<file path="src/rtl/sc_pkg.sv">
// sc_pkg: shared state type, default widths and seed remap for the stochastic adder run controller
package sc_pkg;
  localparam int SC_SEEDW = 3;
  localparam int SC_LOGLEN = 8;
  typedef enum logic [2:0] {IDLE, LOAD, RUN, DRAIN, DONE} sc_sched_state_t;
  // an all-zero seed would lock the LFSR, so it is replaced by one
  function automatic int unsigned sc_seed_remap(input int unsigned s);
    return (s == 0) ? 32'd1 : s;
  endfunction
endpackage

</file>
<file path="src/rtl/sc_ones_acc.sv">
// sc_ones_acc: delays run by LAT cycles to qualify bit_in and counts the ones of the qualified stream
module sc_ones_acc #(
  parameter int LAT = 1,
  parameter int W = 9
) (
  input  logic         clk,
  input  logic         rst,
  input  logic         clear,
  input  logic         flush,
  input  logic         run,
  input  logic         bit_in,
  output logic [W-1:0] acc
);
  logic sample_en;
  generate
    if (LAT == 0) begin : g_direct
      assign sample_en = run;
    end else begin : g_pipe
      logic [LAT-1:0] sr;
      // shift run through the datapath latency; abort or a new job empties it
      always_ff @(posedge clk or posedge rst) begin
        if (rst) sr <= '0;
        else if (clear || flush) sr <= '0;
        else begin
          sr[0] <= run;
          for (int i = 1; i < LAT; i++) sr[i] <= sr[i-1];
        end
      end
      assign sample_en = sr[LAT-1];
    end
  endgenerate
  // count ones only on qualified cycles; cleared per job and discarded on abort
  always_ff @(posedge clk or posedge rst) begin
    if (rst) acc <= '0;
    else if (clear || flush) acc <= '0;
    else if (sample_en && bit_in) acc <= acc + 1'b1;
  end
endmodule

</file>
<file path="src/rtl/sc_add_sched.sv">
// sc_add_sched: one-job-at-a-time run controller that seeds, enables and counts the stochastic mux adder
module sc_add_sched import sc_pkg::*; #(
  parameter int LOGLEN = SC_LOGLEN,
  parameter int SEEDW = SC_SEEDW,
  parameter int LAT = 1
) (
  input  logic              clk,
  input  logic              rst,
  input  logic              start_valid,
  output logic              start_ready,
  input  logic [SEEDW-1:0]  seed_in,
  input  logic              abort,
  output logic              load,
  output logic [SEEDW-1:0]  seed,
  output logic              run,
  input  logic              bit_in,
  output logic              res_valid,
  input  logic              res_ready,
  output logic [LOGLEN:0]   res_data,
  output logic              busy
);
  sc_sched_state_t state, nxt;
  logic [LOGLEN-1:0] cnt;
  logic [1:0] dcnt;
  logic [SEEDW-1:0] seed_q;
  logic accept, flush;
  assign accept = (state == IDLE) && start_valid;
  assign flush = abort && (state == LOAD || state == RUN || state == DRAIN);
  // state register
  always_ff @(posedge clk or posedge rst) begin
    if (rst) state <= IDLE;
    else state <= nxt;
  end
  // next state: abort only cancels while the datapath is active, a finished result always waits for its handshake
  always_comb begin
    nxt = state;
    case (state)
      IDLE:  nxt = start_valid ? LOAD : IDLE;
      LOAD:  nxt = abort ? IDLE : RUN;
      RUN:   nxt = abort ? IDLE : (&cnt) ? ((LAT > 0) ? DRAIN : DONE) : RUN;
      DRAIN: nxt = abort ? IDLE : (dcnt == 2'(LAT - 1)) ? DONE : DRAIN;
      DONE:  nxt = res_ready ? IDLE : DONE;
      default: nxt = IDLE;
    endcase
  end
  // run-length and drain counters plus the seed captured at job acceptance
  always_ff @(posedge clk or posedge rst) begin
    if (rst) begin
      cnt <= '0;
      dcnt <= '0;
      seed_q <= '0;
    end else begin
      cnt <= accept ? '0 : (state == RUN) ? cnt + 1'b1 : cnt;
      dcnt <= (state == DRAIN) ? dcnt + 1'b1 : '0;
      if (accept) seed_q <= SEEDW'(sc_seed_remap(32'(seed_in)));
    end
  end
  sc_ones_acc #(.LAT(LAT), .W(LOGLEN + 1)) u_acc (
    .clk(clk),
    .rst(rst),
    .clear(accept),
    .flush(flush),
    .run(run),
    .bit_in(bit_in),
    .acc(res_data)
  );
  assign start_ready = state == IDLE;
  assign load = state == LOAD;
  assign run = state == RUN;
  assign res_valid = state == DONE;
  assign busy = state != IDLE;
  assign seed = seed_q;
endmodule
</file>
<file path="config.mk">
export PLATFORM = sky130hd
export DESIGN_NAME = sc_add_sched
export DESIGN_NICKNAME = d
export VERILOG_FILES = /design/src/rtl/sc_pkg.sv /design/src/rtl/sc_ones_acc.sv /design/src/rtl/sc_add_sched.sv
export SDC_FILE = /design/constraint.sdc
export NUM_CORES = 1
export LEC_CHECK = 0
export CAP_MARGIN = 20
export CORE_MARGIN = 1.5
export CORE_UTILIZATION = 54
export DETAILED_ROUTE_END_ITERATION = 10
export PLACE_DENSITY = 0.81
export SETUP_SLACK_MARGIN = 0.02
export SLEW_MARGIN = 20
export SYNTH_ARGS = -nofsm -noshare
export SYNTH_HDL_FRONTEND = slang
export SYNTH_SLANG_ARGS = --single-unit
</file>
<file path="constraint.sdc">
create_clock -name clk -period 4.64 [get_ports clk]
set_clock_uncertainty 0.05 [all_clocks]
set_input_delay 0.928 -clock clk [delete_from_list [all_inputs] [get_ports clk]]
set_output_delay 0.928 -clock clk [all_outputs]
set_load 0.03 [all_outputs]
</file>
==> run_results.csv <==
group,metric,value,unit
status,status,"finished clean",
sta,min_period_over_period,66.8,%
synth,syn_inst,133,
clocking,cts.path.max_buffers,2,
synth,async_flop_share,100,%
sta,worst_slew_pin_slew,0.934,ns
drt,via_per_inst,5.79,
synth,ys_seq_elements,26,
global_routing,overflow,0,
critical_path,startpoint_type,"flop",
global_routing,antenna_found_initial,0,
clocking,postCtsHoldBufs,0,
clocking,ctsResizeCount,0,
floorplan,core,2230,um2
power,p_seq_share,52.5,%
power,power,515,uW
sta,fmax,0.323,GHz
floorplan,die_w,51.8,um
floorplan,start_util,57.6,%
min_path,holdPathStages,1,
synth,synthSimpleGateAreaFrac,27.2,%
placed_design,numPortBuffers,25,
clocking,clk_latency,0.31,ns
synth,synthAdderAreaFrac,2.92,%
sta,hold_viol,0,
synth,syn-num-nets,145,
global_routing,grt_pass1_vias,1039,
critical_path,arrival,2.12,ns
synth,synth-edff-count,0,
sta,setup_viol,0,
floorplan,row_count,17,
drt,drc,0,
layout,finalInstanceArea,1570,um2
synth,synth_cell_types,33,
critical_path,setup.worst_path.class,"flop to output port",
critical_path,worstPathMaxFanout,14,
global_routing,grt_pass1_wl,4400,um
clocking,htree_levels,1,
synth,yosysTopAreaCell,"dfrtp_1",
power,power_density,328,nW/um2
placed_design,gp_congestion,0.767,
synth,yosys-top-cells-area,"dfrtp_1 (51%), nand2_1 (5.2%), a21oi_1 (4.3%)",
layout,area_delta_synth_final,21.9,%
global_routing,grt_util_all_layers,21.7,%
clocking,cts_tree,"done",
sta,period_minus_slack,3.10,ns
layout,final_common_cell,"dfrtp_1",
synth,yosysSeqAreaShare,50.5,%
synth,synth-xor-area-share,2.72,%
critical_path,critPathCapture,"run",
critical_path,reg2reg_depth,3,
synth,yosys_warnings,0,
clocking,post_cts_buffers,0,
power,vdd_ir_drop_max,0.000230,V
min_path,min_from,"dcnt[0]",
layout,multi_input_area,584,um2
layout,final_nets,170,
synth,synth_top_family_by_area,"simple AND/OR/NAND/NOR gates",
layout,mostFrequentLayoutCells,"dfrtp_1 (26), clkdlybuf4s50_1 (25), nand2_1 (18), a21oi_1 (11), o21ai_0 (8)",
critical_path,r2r_start,"state[2]",
layout,fill_cells,184,
placed_design,placed_area,1550,um2
synth,syn_area,1290,um2
sta,setup_tns,0,ns
power,p_leak,0.000644,uW
synth,ys.flop_type,"dfrtp_1",
power,power.net_switching,173,uW
min_path,hold_class,"flop to flop",
run,drv_cap,0,
layout,drive_gt1_share,3.85,%
synth,avgSynthCellArea,9.68,um2
floorplan,dieArea,2690,um2
layout,n_antenna_cell,0,
drt,first_pass_iters,4,
drt,routed_wirelength,2490,um
clocking,cts.clk_slew.worst_paths,0.13,ns
synth,yosysTopAreaCellShare,50.5,%
drt,wl_per_cell,13.5,um
sta,slew_viol_final,0,
drt,drt_iter0_markers,10,
power,pwr-share-clk,17.6,%
critical_path,cp-startpoint,"state[2]",
critical_path,reg2reg_to,"cnt[7]",
layout,fin_util,70.3,%
power,p_comb_share,29.8,%
synth,muxShareOfSynthArea,1.55,%
critical_path,end_kind,"output port",
floorplan,io_pins,26,
floorplan,die_h,51.8,um
clocking,cts-root-buf,"clkbuf_4",
layout,regArea,651,um2
sta,rsz0062_at_grt,"false",
power,sw_frac_of_total,33.6,%
global_routing,grt_max_degree,27,
synth,synth_compound_area_share,11.0,%
clocking,cts_inserted_buffers,3,
drt,vias,1066,
critical_path,cp.required,3.66,ns
drt,ant_nets,0,
clocking,clock_sinks,26,
sta,max-slew-margin-rel,37.7,%
critical_path,r2r_setup_slack,2.79,ns
sta,hold_ws,0.387,ns
placed_design,dp_hpwl,1850,um
power,intPower,342,uW
==> kinds of logic after synthesis <==
group,Yosys count
AO/OA/AOI/OAI,25
XOR/XNOR,4
adder cells (fa/ha/maj),3
buffers and inverters,12
flip-flops,26
multiplexers,2
AND/OR/NAND/NOR,61
==> how the worst min path moves through the flow <==
stage	end
global placement	dcnt[0]
finish	dcnt[0]
global route	dcnt[0]
detailed placement	dcnt[0]
floorplan	dcnt[0]
CTS	dcnt[0]
==> cell usage after synthesis, types with 2 or more instances <==
master	n
o21ai_0	8
nand4_1	4
nor3_1	3
nand2_1	18
nor3b_1	3
ha_1	3
mux2i_1	2
or3_1	6
nand3_1	4
xor2_1	2
or4_1	5
nor2_1	7
xnor2_1	2
nor4bb_1	2
dfrtp_1	26
inv_1	7
buf_2	2
o31ai_1	4
a21oi_1	11
==> final cells by class <==
| cell class | count | area share [%] |
|---|---|---|
| sequential | 26 | 41.5 |
| inverter | 7 | 1.67 |
| timing repair buffer | 25 | 15.9 |
| clock buffer | 3 | 1.44 |
| multi-input combinational | 95 | 37.2 |
| tap | 28 | 2.23 |
==> metrics by stage <==
stage | setup WS, ns | std cells
after floorplan | 2.01 | 133
after global placement | 1.92 | 181
after detailed placement | 1.91 | 181
after CTS | 1.53 | 184
after global routing | 1.43 | 184
final | 1.54 | 184
==> state kept, by name, indices dropped and copies added (netlist names) <==
name             flops
u_acc.acc            9
cnt                  8
seed                 3
state                3
dcnt                 2
u_acc.g_pipe.sr      1
==> layer usage <==
metal / GRT usage [%] / vias to the layer above / share of wire, %
met5: 0 / - / 0
met4: 6.58 / 0 / 0.52
met3: 3.45 / 2 / 4.5
met2: 37.3 / 30 / 48
met1: 28.1 / 503 / 47
li1: - / 531 / -
==> worst max-delay path, stage by stage, from the launching register on <==
cell             delay [ns]
dfrtp_1                0.54
nor3b_1                0.50
clkdlybuf4s50_1        0.77
==> power groups by stage <==
| stage | Combinational, uW | Sequential (uW) | Clock [uW] |
|---|---|---|---|
| floorplan | 87.0 | 285 | 0 |
| global placement | 152 | 273 | 0 |
| detailed placement | 155 | 275 | 0 |
| CTS | 156 | 270 | 93.9 |
| global route | 169 | 274 | 102 |
| finish | 154 | 271 | 90.9 |
Note: power is estimated with default switching activity, not from simulation.
